==> config.mk <==
export PLATFORM = sky130hd
export DESIGN_NAME = baser_66b_lane_scheduler
export DESIGN_NICKNAME = d
export VERILOG_FILES = /design/src/rtl/baser_pkg.sv /design/src/rtl/baser_group_fifo.sv /design/src/rtl/baser_66b_lane_scheduler.sv
export SDC_FILE = /design/constraint.sdc
export NUM_CORES = 1
export LEC_CHECK = 0
export BUFFER_PORTS_ARGS = -buffer_cell sky130_fd_sc_hd__buf_2
export CAP_MARGIN = 20
export CORE_MARGIN = 2
export CORE_UTILIZATION = 30
export CTS_CLUSTER_DIAMETER = 40
export DETAILED_ROUTE_END_ITERATION = 8
export PLACE_DENSITY = 0.48
export SLEW_MARGIN = 25
export SYNTH_ARGS = -nofsm -noshare
export SYNTH_HDL_FRONTEND = slang
export SYNTH_SLANG_ARGS = --single-unit
==> constraint.sdc <==
create_clock -name clk -period 32 [get_ports clk]
set_input_delay 6.4 -clock clk [delete_from_list [all_inputs] [get_ports clk]]
set_output_delay 6.4 -clock clk [all_outputs]
set_load 0.01 [all_outputs]
==> src/rtl/baser_pkg.sv <==
// Shared definitions for the BASE-R 66b lane scheduler: block geometry,
// lane count and the scheduler state encoding.
package baser_pkg;

    localparam int DATA_WIDTH     = 64;
    localparam int HDR_WIDTH      = 2;
    localparam int FRAME_WIDTH    = DATA_WIDTH + HDR_WIDTH;
    localparam int NUM_LANES      = 4;
    localparam int LANE_IDX_WIDTH = 2;

    typedef enum logic {
        S_EMPTY = 1'b0,
        S_EMIT  = 1'b1
    } sched_state_t;

endpackage

==> src/rtl/baser_group_fifo.sv <==
// Group FIFO for the lane scheduler: each entry holds all four 66b blocks of
// one 257b group. Pointers wrap modulo FIFO_DEPTH (2 or 4); occupancy is kept
// in its own counter so full/empty never depend on pointer comparison.
module baser_group_fifo #(
    parameter int FRAME_WIDTH = baser_pkg::FRAME_WIDTH,
    parameter int FIFO_DEPTH  = 2
) (
    input  logic                                                clk,
    input  logic                                                rst,
    input  logic                                                push,
    input  logic [baser_pkg::NUM_LANES-1:0][FRAME_WIDTH-1:0]    wr_group,
    input  logic                                                pop,
    output logic [baser_pkg::NUM_LANES-1:0][FRAME_WIDTH-1:0]    rd_group,
    output logic [$clog2(FIFO_DEPTH):0]                         count,
    output logic                                                full
);
    import baser_pkg::*;

    localparam int PTR_WIDTH = $clog2(FIFO_DEPTH);
    localparam int OCC_WIDTH = PTR_WIDTH + 1;

    logic [NUM_LANES-1:0][FRAME_WIDTH-1:0] mem [FIFO_DEPTH];
    logic [PTR_WIDTH-1:0]                  wr_ptr;
    logic [PTR_WIDTH-1:0]                  rd_ptr;
    logic [OCC_WIDTH-1:0]                  occupancy;

    // Storage needs no reset: contents are only visible while occupancy > 0.
    always_ff @(posedge clk) begin
        if (push) begin
            mem[wr_ptr] <= wr_group;
        end
    end

    // Pointers advance on push/pop and wrap at the last entry.
    always_ff @(posedge clk or posedge rst) begin
        if (rst) begin
            wr_ptr <= '0;
            rd_ptr <= '0;
        end else begin
            if (push) begin
                wr_ptr <= (wr_ptr == PTR_WIDTH'(FIFO_DEPTH - 1)) ? '0 : wr_ptr + 1'b1;
            end
            if (pop) begin
                rd_ptr <= (rd_ptr == PTR_WIDTH'(FIFO_DEPTH - 1)) ? '0 : rd_ptr + 1'b1;
            end
        end
    end

    // Occupancy tracks push minus pop; a simultaneous push and pop leaves it unchanged.
    always_ff @(posedge clk or posedge rst) begin
        if (rst) begin
            occupancy <= '0;
        end else begin
            case ({push, pop})
                2'b10:   occupancy <= occupancy + 1'b1;
                2'b01:   occupancy <= occupancy - 1'b1;
                default: occupancy <= occupancy;
            endcase
        end
    end

    assign rd_group = mem[rd_ptr];
    assign count    = occupancy;
    assign full     = (occupancy == OCC_WIDTH'(FIFO_DEPTH));

endmodule

==> src/rtl/baser_66b_lane_scheduler.sv <==
// BASE-R 66b lane scheduler: accepts four-block groups from a 257b decoder,
// buffers them in a small group FIFO and serialises them one 66b block per
// transfer, lane 0 first. Statistics counters are built only when the macro
// BASER_SCHED_STATS_EN is defined; otherwise the counter outputs read 0.
module baser_66b_lane_scheduler #(
    parameter int DATA_WIDTH  = baser_pkg::DATA_WIDTH,
    parameter int HDR_WIDTH   = baser_pkg::HDR_WIDTH,
    parameter int FRAME_WIDTH = DATA_WIDTH + HDR_WIDTH,
    parameter int FIFO_DEPTH  = 2
) (
    input  logic                   clk,
    input  logic                   i_rst,
    input  logic                   i_valid,
    output logic                   o_ready,
    input  logic [FRAME_WIDTH-1:0] i_rx_coded_0,
    input  logic [FRAME_WIDTH-1:0] i_rx_coded_1,
    input  logic [FRAME_WIDTH-1:0] i_rx_coded_2,
    input  logic [FRAME_WIDTH-1:0] i_rx_coded_3,
    output logic                   o_valid,
    input  logic                   i_ready,
    output logic [FRAME_WIDTH-1:0] o_rx_coded,
    output logic [1:0]             o_lane_idx,
    output logic [31:0]            o_group_count,
    output logic [31:0]            o_block_count,
    output logic [31:0]            o_stall_count
);
    import baser_pkg::*;

    localparam int OCC_WIDTH = $clog2(FIFO_DEPTH) + 1;

    sched_state_t                          state;
    sched_state_t                          next_state;
    logic [LANE_IDX_WIDTH-1:0]             lane_cnt;
    logic [LANE_IDX_WIDTH-1:0]             lane_cnt_next;
    logic [NUM_LANES-1:0][FRAME_WIDTH-1:0] wr_group;
    logic [NUM_LANES-1:0][FRAME_WIDTH-1:0] head_group;
    logic [OCC_WIDTH-1:0]                  fifo_count;
    logic                                  fifo_full;
    logic                                  emit;
    logic                                  push;
    logic                                  xfer;
    logic                                  last_lane;
    logic                                  pop;

    assign wr_group  = {i_rx_coded_3, i_rx_coded_2, i_rx_coded_1, i_rx_coded_0};
    assign emit      = (state == S_EMIT);
    assign o_ready   = !i_rst && !fifo_full;
    assign push      = i_valid && o_ready;
    assign xfer      = emit && i_ready;
    assign last_lane = (lane_cnt == LANE_IDX_WIDTH'(NUM_LANES - 1));
    assign pop       = xfer && last_lane;

    baser_group_fifo #(
        .FRAME_WIDTH (FRAME_WIDTH),
        .FIFO_DEPTH  (FIFO_DEPTH)
    ) u_group_fifo (
        .clk      (clk),
        .rst      (i_rst),
        .push     (push),
        .wr_group (wr_group),
        .pop      (pop),
        .rd_group (head_group),
        .count    (fifo_count),
        .full     (fifo_full)
    );

    // State and lane counter registers; reset aborts any partially sent group.
    always_ff @(posedge clk or posedge i_rst) begin
        if (i_rst) begin
            state    <= S_EMPTY;
            lane_cnt <= '0;
        end else begin
            state    <= next_state;
            lane_cnt <= lane_cnt_next;
        end
    end

    // Next-state, lane advance and output decode; outputs are zero while idle.
    always_comb begin
        next_state    = state;
        lane_cnt_next = lane_cnt;
        o_valid       = 1'b0;
        o_rx_coded    = '0;
        o_lane_idx    = '0;
        case (state)
            S_EMPTY: begin
                if (push) begin
                    next_state = S_EMIT;
                end
            end
            S_EMIT: begin
                o_valid    = 1'b1;
                o_rx_coded = head_group[lane_cnt];
                o_lane_idx = lane_cnt;
                if (xfer) begin
                    lane_cnt_next = last_lane ? '0 : lane_cnt + 1'b1;
                end
                if (pop && (fifo_count == OCC_WIDTH'(1)) && !push) begin
                    next_state = S_EMPTY;
                end
            end
            default: begin
                next_state    = S_EMPTY;
                lane_cnt_next = '0;
            end
        endcase
    end

`ifdef BASER_SCHED_STATS_EN
    logic [31:0] group_cnt;
    logic [31:0] block_cnt;
    logic [31:0] stall_cnt;

    // Free-running statistics: accepted groups, transferred blocks, stalled cycles.
    always_ff @(posedge clk or posedge i_rst) begin
        if (i_rst) begin
            group_cnt <= '0;
            block_cnt <= '0;
            stall_cnt <= '0;
        end else begin
            if (push) begin
                group_cnt <= group_cnt + 32'd1;
            end
            if (xfer) begin
                block_cnt <= block_cnt + 32'd1;
            end
            if (emit && !i_ready) begin
                stall_cnt <= stall_cnt + 32'd1;
            end
        end
    end

    assign o_group_count = group_cnt;
    assign o_block_count = block_cnt;
    assign o_stall_count = stall_cnt;
`else
    assign o_group_count = '0;
    assign o_block_count = '0;
    assign o_stall_count = '0;
`endif

endmodule
---- Word-level counts from Yosys, hierarchy flattened ----
Memories as Yosys holds them, arrays and structs flattened.
Cells that the tools add are included.
operators by class
  reductions and logical operators ........ 11
  eq/ne operators ......................... 5
  shift operators ......................... 0
  bitwise gates (word level) .............. 1
  add/subtract/negate cells ............... 5
  mux-type cells .......................... 13
  divide/modulo/power cells ............... 0
  $mul .................................... 0
  magnitude comparators ................... 1
operator list
  cell                                                                   number
  66-bit binary-select mux with 2-bit select                             1
  66-bit two-way mux                                                     2
  2-bit == test (second input constant)                                  3
  1-bit logical AND                                                      6
  1-bit two-way mux                                                      6
  2-bit by 1-bit adder with 2-bit output (second input constant)         2
  2-bit by 1-bit == test with 1-bit output (second input constant)       2
  2-bit two-way mux                                                      2
  2-bit case mux with 2 select lines                                     1
  1-bit logical NOT                                                      3
  2-bit by 3-bit < comparator with 1-bit output (second input constant)  1
  1-bit adder (second input constant)                                    2
  1-bit case mux with 2 select lines                                     1
  2-bit AND reduction                                                    1
  2-bit nonzero test                                                     1
  2-bit by 1-bit subtractor with 2-bit output (second input constant)    1
  1-bit NOT                                                              1
word-level totals
  flip-flop bits (word level) ............. 7
  bits in latches ......................... 0
  logic and storage cells ................. 42
  memory bits (read-only) ................. 0
  memories ................................ 1
  input port bits ......................... 268
  output and inout port bits .............. 166
  bits in writable memories ............... 528
memories
  memory            words  width  rd ports  clocked after Yosys merged registers in  write ports  RTL line                RTL
  u_group_fifo.mem  2      264    1         0                                        1            baser_group_fifo.sv:22  logic [NUM_LANES-1:0][FRAME_WIDTH-1:0] mem [FIFO_DEPTH];

---- Longest topological paths before layout ----
Gate-level depths: netlist (run 1).
  depth after elaboration ................. 8
  mapped depth ............................ 7
  depth with buffers taken out ............ 7

---- By module ----
Synthesis (run 1) repeated with hierarchy kept, for this count alone.
unflattened totals
  cell total of the unflattened synthesis .. 1179
  area, all modules ....................... 22245.1 um2
by module, submodules not included
  module                    cells each  area each (um2)  times used  sequential area each (um2)
  baser_group_fifo          837         19332.3          1           15955.3
  baser_66b_lane_scheduler  342         2912.8           1           75.1

---- Least setup slack after synthesis (run 1) ----
No wires, ideal clock.
  path kind ............................... input to register
  from .................................... in i_rst
  to ...................................... mem u_group_fifo.mem[0][0] (netlist name) (enable)
  arrival ................................. 17.737 ns
  buffers on the path ..................... 0
  data required time ...................... 31.105 ns
  cell stages on the path ................. 3
  library setup time ...................... 0.895 ns
  setup slack ............................. 13.368 ns
  cells stage by stage .................... nor2_1 -> nand2_1 -> nor2_1
between the ends
  cells in the longest elaborated chain, start to end .. 5
ends and longest elaborated chain
  item                                     RTL line                        RTL
  start: declaration                       baser_66b_lane_scheduler.sv:12  input logic i_rst,
  1-bit logical NOT (no line)              -
  1-bit logical AND                        baser_66b_lane_scheduler.sv:47  assign o_ready = !i_rst && !fifo_full;
  1-bit logical AND                        baser_66b_lane_scheduler.sv:48  assign push = i_valid && o_ready;
  1-bit two-way mux                        baser_group_fifo.sv:29          if (push) begin
  1-bit two-way mux (not written as such)  baser_group_fifo.sv:30          mem[wr_ptr] <= wr_group;
  end: declaration                         baser_group_fifo.sv:22
Every way passes these cells.

---- Worst setup path in the final report (run 1) ----
  from .................................... in i_rst
  to ...................................... out o_ready
between the ends
  cells in the longest elaborated chain, start to end .. 2
ends and longest elaborated chain
  item                         RTL line                        RTL
  1-bit logical NOT (no line)  -
  1-bit logical AND            baser_66b_lane_scheduler.sv:47
  end: declaration             baser_66b_lane_scheduler.sv:14  output logic o_ready,
Every way passes these cells.

==> metrics.md, run 1 <==
| Metric | Value |
|---|---|
| TritonRoute pass-1 iters | 4 |
| Die H | 271 um |
| Most common cell in the synthesized netlist | edfxtp_1 |
| Hold Path Class | reg -> reg |
| Initial Util | 30.2% |
| CTS resizes | 0 |
| Setup TNS | 0 ns |
| Synthesis Warnings | 0 |
| CTS sink count | between 500 and 600 |
| R2r setup slk | 28.26 ns |
| CTS H-tree lvls | 3 |
| Row cnt | 98 |
| Total die area | 0.0737 mm^2 |
| Worst setup EP type | output pin |
| Max rail drop VDD | 59.9 uV |
| Setup Viol. Count Final | 0 |
| Initial antenna violation count | 19 |
| Boundary Pins | 434 |
| CTS clock-pin slew for the worst setup and hold paths | 0.05 ns |
| Sequential share of the synthesized area | 74.7% |
| CP Max Fanout | 3 |
| Max-slew violation count | 0 |
| Cell Int Power | 1790 uW |
| Clock Latency Late Sink | 0.62 ns |
| Overall global routing resource usage | 13.7% |
| Critical path class | in -> out |
| DR vias | about 11k |
| PwrDens | 96.9 mW/mm^2 |
| Required time worst endpoint | 25.60 ns |
| CTS tree | done |
| Setup ws final | 18.78 ns |
| Sequential power share | 36.1% |
| Top FF cell, synth | edfxtp_1 |
| Clock buffer count from CTS | 88 |
| Comb power frac | 26.2% |
| Max Clock Skew | 0.0264 ns |
| CTS root buf | clkbuf_16 |
| Netlist cell types | 31 |
| RSZ-0062 raised after global routing | no |
| Post-synth top area cell | edfxtp_1 |
| DP Worst Slack | 18.79 ns |
| Maxcap violations | 0 |
| Postcts setup bufs | 0 |
| Tcrit/Tclk final | approximately 41% |
| Seq cells post-synth | 535 |
| I/O Buffers | 337 |
| Hold_buf cts | 0 |
| Mapped Area | around 0.021 mm^2 |
| Static leakage | 0.00960 uW |
| Slew margin rel. | 21.7% |
| Die W | 271 um |
| Fmax | 0.0756 GHz |
| Share of layout cells above drive strength 1 | 40.1% |
| Syn avg cell area | 19.2 um^2 |
| EDFF count, synth | 528 |
| Max Buffers Root-to-Sink | 3 |
| WL final | 50900 um |
| WP data arrival | a little under 7 ns |
| Largest net degree at the start of global routing | roughly 140 |
| Number of global-route vias before repair | 11.9k |
| Share of the synthesized area in the top cell type | 73.9% |
| Clock power share | 37.7% |
| NetSw | 805 uW |
| DR iter-0 viols | 631 |
| Post-synthesis async set-or-reset flop share | 1.31% |
| Final RePlAce weighted congestion | 0.705 |
| Vias per Instance | 4.44 |
| Synth-to-Final Area Change | 24.7% |
| Post-route antenna net violation count | 0 |
| Nets@finish | approximately 1.8k |
| CP Launch Type | input pin |
| Global-route wire length before repair | 75300 um |
| Hold Fails Final Rpt | 0 |
| Per-cell routed wire length | approximately 20 um |
| Sw frac | 31.0% |
| Status | finished clean |
| Most frequent cells after synthesis | 528 x edfxtp_1, 100 x buf_4, 69 x nor2_1 |
| Post-Syn Instances | 1117 |
| Global route overflow | 0 |
| Detailed Place HPWL | between 30000 and 40000 um |
| # DRC | 0 |
| Minimum clock period | 13.22 ns |
| Synth top area cells | edfxtp_1 74%, mux4_2 6.8%, buf_4 3.5%, mux2i_1 3.1%, mux2_2 2.7% |
| Worst Tran Pin Value | 1.17 ns |
| Core area | 0.0711 mm^2 |
-- placed cells by master (no fill, tap or decap), types with 2 or more instances in the layout --
cell,count
a211oi_1,63
a211oi_2,3
and2_1,2
buf_12,2
buf_2,337
buf_4,11
bufinv_16,14
clkbuf_1,7
clkbuf_16,89
clkinv_1,4
clkinv_16,2
clkinv_2,10
clkinv_4,6
clkinvlp_4,15
conb_1,96
dfrtp_1,3
dfrtp_4,4
diode_2,5
edfxtp_1,528
ha_1,4
inv_1,3
inv_6,12
mux2_1,17
mux2_2,51
mux2i_1,66
mux4_2,65
nand2_1,5
nor2_1,68
o21ai_0,59
o21ai_1,8
xnor2_1,2
xor2_1,2
-- final timing paths --
path	startpoint	endpoint	cells after the start
min in group asynchronous	i_rst	u_group_fifo.wr_ptr	2
max in group asynchronous	i_rst	lane_cnt[1]	2
worst max register to register	u_group_fifo.count[0]	u_group_fifo.mem[0][31]	7
worst max-delay path	i_rst	o_ready	3
worst min-delay path	u_group_fifo.count[0]	u_group_fifo.count[0]	1
worst min register to register	u_group_fifo.count[0]	u_group_fifo.count[0]	1
-- routing by layer --
| metal | GRT usage [%] | part of all wire, % | vias to the layer above |
|---|---|---|---|
| li1 | - | - | 5063 |
| met1 | 15.9 | 39 | 5642 |
| met2 | 23.8 | 51 | 380 |
| met3 | 4.32 | 7.2 | 93 |
| met4 | 4.93 | 2.0 | 26 |
| met5 | 0 | 0.32 | - |
-- power by group through the flow --
stage | Combinational (uW) | Sequential (uW) | Clock [uW]
final | 679 | 936 | 977
after global routing | 743 | 949 | 1030
after CTS | 702 | 940 | 1000
after detailed placement | 698 | 954 | 0
after global placement | 698 | 949 | 0
after floorplan | 515 | 932 | 0
-- kinds of logic (layout without fill, tap and decap cells) --
group                      after synthesis  in the layout  share of synthesized area, %
other                                    1            101                        0.0175
AOI/OAI and AO/OA                      133            133                          3.94
muxes                                  200            200                          13.6
buffers and inverters                  159            515                          5.82
DFF                                    535            535                          74.7
adders and majority gates                4              4                         0.233
and+or+nand+nor                         81             81                          1.50
xor gates and xnor gates                 4              4                         0.163
-- through the flow --
stage	hold slack (ns)	area, um^2	power [uW]	std cells	util [%]
floorplan	0.461	21800	1450	1212	-
global route	0.536	26700	2720	2520	37.6
global placement	0.482	23600	1650	2357	33.2
detailed placement	0.502	23600	1650	2357	33.2
finish	0.512	26700	2590	2523	37.6
CTS	0.511	26700	2650	2518	37.6
-- area by class of cell --
class	instances	area, um^2
fill	6671	44400
sequential	535	16000
multi-input combinational	518	4560
clock buffer	96	2250
timing repair buffer	351	1820
tap	950	1190
clock inverter	65	847
antenna	5	12.5
inverter	3	11.3
-- critical path, cell delays in order --
cell	delay (ns)
buf_2	0.10
nor2_1	0.15
buf_2	0.16
-- registers in the layout, indices dropped and copies added, names as in the netlist --
register / cells
emit: 1
lane_cnt: 2
u_group_fifo.count: 2
u_group_fifo.mem: 528
u_group_fifo.rd_ptr: 1
u_group_fifo.wr_ptr: 1
(Power assumes the default switching activity.)
==> run 2, diff against run 1 <==
--- a/config.mk
+++ b/config.mk
@@ -5,13 +5,14 @@
 export SDC_FILE = /design/constraint.sdc
 export NUM_CORES = 1
 export LEC_CHECK = 0
+export ABC_AREA = 1
 export BUFFER_PORTS_ARGS = -buffer_cell sky130_fd_sc_hd__buf_2
 export CAP_MARGIN = 20
 export CORE_MARGIN = 2
 export CORE_UTILIZATION = 30
 export CTS_CLUSTER_DIAMETER = 40
 export DETAILED_ROUTE_END_ITERATION = 8
-export PLACE_DENSITY = 0.48
+export PLACE_DENSITY = 0.49
 export SLEW_MARGIN = 25
 export SYNTH_ARGS = -nofsm -noshare
 export SYNTH_HDL_FRONTEND = slang
==> constraint.sdc (replaced) <==
create_clock -name clk -period 12.05 [get_ports clk]
set_input_delay 2.41 -clock clk [delete_from_list [all_inputs] [get_ports clk]]
set_output_delay 2.41 -clock clk [all_outputs]
set_load 0.01 [all_outputs]
==> run 2 against run 1 <==
  * Non-clock buffer count up 3
  * Highest routed layer unchanged
  * Worst setup slack worse by 13 ns
  * Total power rose to 2.9 times the previous value
  * Largest power group unchanged
  * Via count grew 46%
==> metrics.md, run 2 <==
| Metric | Value |
|---|---|
| Seq cells post-synth | approximately 540 |
| Most frequent CP cell | nand2_1 |
| Share of layout cells above drive strength 1 | 18.3% |
| Worst Hold Launch | u_group_fifo.count[0] |
| Postcts setup bufs | 0 |
| Hold Path Class | reg -> reg |
| Die H | 287 um |
| Delay-heaviest family, CP | buffers and inverters |
| Fin Hold WS | 0.506 ns |
| Compound-Gate Fraction of Synth Area | less than 1% |
| Vias per Instance | 4.19 |
| R2r endpoint | u_group_fifo.mem[0][104] |
| Total die area | 0.0823 mm^2 |
| Per-cell routed wire length | between 15 and 20 um |
| R2r worst-path depth | 7 |
| CTS sink count | between 500 and 600 |
| Most frequent cells after synthesis | 869 x nand2_1, 538 x inv_1, 528 x edfxtp_1 |
| R2r setup slk | between 8 and 9 ns |
| TritonRoute pass-1 iters | 5 |
| CP max stage delay | 0.75 ns |
| Largest family of logic cells by synthesized area | simple AND/OR/NAND/NOR gates |
| Largest Register | u_group_fifo.mem |
| Post-synth top area cell | edfxtp_1 |
| Worst Tran Pin Value | ~1.0 ns |
| Crit path from | u_group_fifo.rd_ptr |
| Mapped Area | 0.0240 mm^2 |
| Initial antenna violation count | 29 |
| Max-slew violation count | 0 |
| Top FF cell, synth | edfxtp_1 |
| Required time worst endpoint | 9.64 ns |
| Synth-to-Final Area Change | 23.8% |
| Clock Latency Late Sink | 0.64 ns |
| WP data arrival | 3.48 ns |
| Boundary Pins | 434 |
| Most frequent cells in the layout | 869 x nand2_1, 537 x inv_1, 528 x edfxtp_1, 337 x buf_2, 264 x nand3_1 |
| Post-Synth Simple-Gate Area | 19.2% |
| Sequential share of the synthesized area | 66.8% |
| CTS clock-pin slew for the worst setup and hold paths | 0.05 ns |
| Max reg flops | 528 |
| Hold Fails Final Rpt | 0 |
| Nets@finish | 3043 |
| # DRC | 0 |
| Clock buffer count from CTS | 95 |
| CTS resizes | 0 |
| CP cell instances | buf_6 > buf_4 > nand2_1 > nand3_1 > nand2_1 > nand2_1 > nand2_1 > buf_2 |
| Global-route wire length before repair | around 94000 um |
| WL final | 62200 um |
| Detailed Place HPWL | 37500 um |
| Slew margin rel. | 31.7% |
| Max rail drop VDD | 179 uV |
| Row cnt | 103 |
| Post-Synth XOR/XNOR Area | 0.146% |
| Syn avg cell area | 9.91 um^2 |
| Critical path class | reg -> out |
| Max Buffers Root-to-Sink | 3 |
| DR vias | 16.4k |
| Synthesis Warnings | 0 |
| Global route overflow | 0 |
| Largest net degree at the start of global routing | around 170 |
| Post-Syn Instances | 2422 |
| Static leakage | roughly 0.014 uW |
| Fill count | 7910 |
| Fmax | 0.170 GHz |
| I/O Buffers | roughly 340 |
| CP Launch Type | register |
| Worst setup EP type | output pin |
| Maxcap violations | 0 |
| Netlist cell types | 17 |
| Hold endpoint | u_group_fifo.count[0] |
| Synth top area cells | edfxtp_1 66%, nand2_1 14%, inv_1 8.4%, nand3_1 5.5%, buf_4 3.2% |
| Setup Viol. Count Final | 0 |
| Initial Util | between 30% and 40% |
| Crit path buf inv count | 3 |
| Post-synthesis adder-cell area fraction | 0.209% |
| Post-route antenna net violation count | 0 |
| Minimum clock period | 5.89 ns |
| Most common cell after layout, fill and taps aside | nand2_1 |
| Post-synthesis async set-or-reset flop share | 1.31% |
| DP Worst Slack | 6.50 ns |
| Origin of the critical flop-to-flop path | u_group_fifo.count[0] |
| Final total power | 7390 uW |
| Overall global routing resource usage | 14.9% |
| EDFF count, synth | 528 |
| CP Max Fanout | 87 |
| Core area | 0.0791 mm^2 |
| CTS root buf | clkbuf_16 |
| Tcrit/Tclk final | 48.9% |
| Final RePlAce weighted congestion | 0.781 |
| DR iter-0 viols | a little under 800 |
| Most common cell in the synthesized netlist | nand2_1 |
| Slowest CP cell | buf_4 |
| CTS tree | done |
| Status | finished clean |
| Hold_buf cts | 0 |
| Setup ws final | 6.16 ns |
| CTS H-tree lvls | 3 |
| WHS Path Cells | 1 |
| PwrDens | roughly 250 mW/mm^2 |
| RSZ-0062 raised after global routing | no |
| Die W | 287 um |
| Max Clock Skew | 0.0299 ns |
| Share of the synthesized area in the top cell type | 66.1% |
| Number of global-route vias before repair | 16.2k |
| Post-synthesis mux area share | 0% |
run 2: cell count changes in the layout (fill, tap and decap cells not counted), sizes merged, moves of 68 or more:
cell	change
nand2	+863
inv	+537
nand3	+264
mux2	-68
run 2: cell type report:
| class | instances | area [um^2] | area share, % |
|---|---|---|---|
| antenna | 11 | 27.5 | 0.0927 |
| clock buffer | 106 | 2440 | 8.22 |
| clock inverter | 70 | 876 | 2.95 |
| inverter | 540 | 2050 | 6.89 |
| multi-input combinational | 1245 | 5080 | 17.1 |
| sequential | 535 | 16000 | 54.0 |
| tap | 1050 | 1310 | 4.42 |
| timing repair buffer | 354 | 1870 | 6.31 |
run 2: through the flow:
stage	instances	utilization (%)	setup TNS, ns	instance area (um^2)
finish	3911	37.5	0	29700
floorplan	2517	-	-1364.94	24300
detailed placement	3723	33.3	0	26300
global route	3910	37.5	0	29700
CTS	3899	37.4	0	29600
global placement	3723	33.2	0	26300
run 2: worst reg2reg max path: cells and delay by family, from the launching register on:
family | cells | cell delay [ns]
buf+inv | 3 | 1.73
simple gates | 3 | 0.61
flops | 1 | 0.38
fa+ha+maj | 1 | 0.20
run 2: cell families (layout without fill, tap and decap cells):
kind of cell	count (synthesis)	after routing
simple gates	1138	1138
fa+ha+maj	4	4
flops	535	535
other cells	1	107
buf+inv	737	1070
xor+xnor	4	4
compound gates	3	3
run 2: worst max-delay path by stage:
stage,to,slack [ns],cells past startpoint
global route,o_rx_coded[32],5.96,8
finish,o_rx_coded[37],6.16,8
floorplan,u_group_fifo.mem[0][0],-2.59,3
detailed placement,o_rx_coded[38],6.50,8
CTS,o_rx_coded[38],5.77,8
global placement,o_rx_coded[50],6.51,8
run 2: layer usage:
layer  share of wire [%]  global-route usage [%]  vias to the layer above
met5                0.31                       0                        -
met4                 2.9                    6.38                       32
met3                 7.5                    4.52                      137
met2                  50                    25.7                      496
met1                  40                    17.2                     7640
li1                    -                       -                     8066
run 2: report_power, final:
part | switching, uW | internal (uW) | leakage [uW] | total [uW]
clock network | 956 | 1800 | 0.00160 | 2750
registers | 83.9 | 2320 | 0.00491 | 2400
logic | 1580 | 660 | 0.00755 | 2240
total | 2620 | 4770 | 0.0141 | 7390
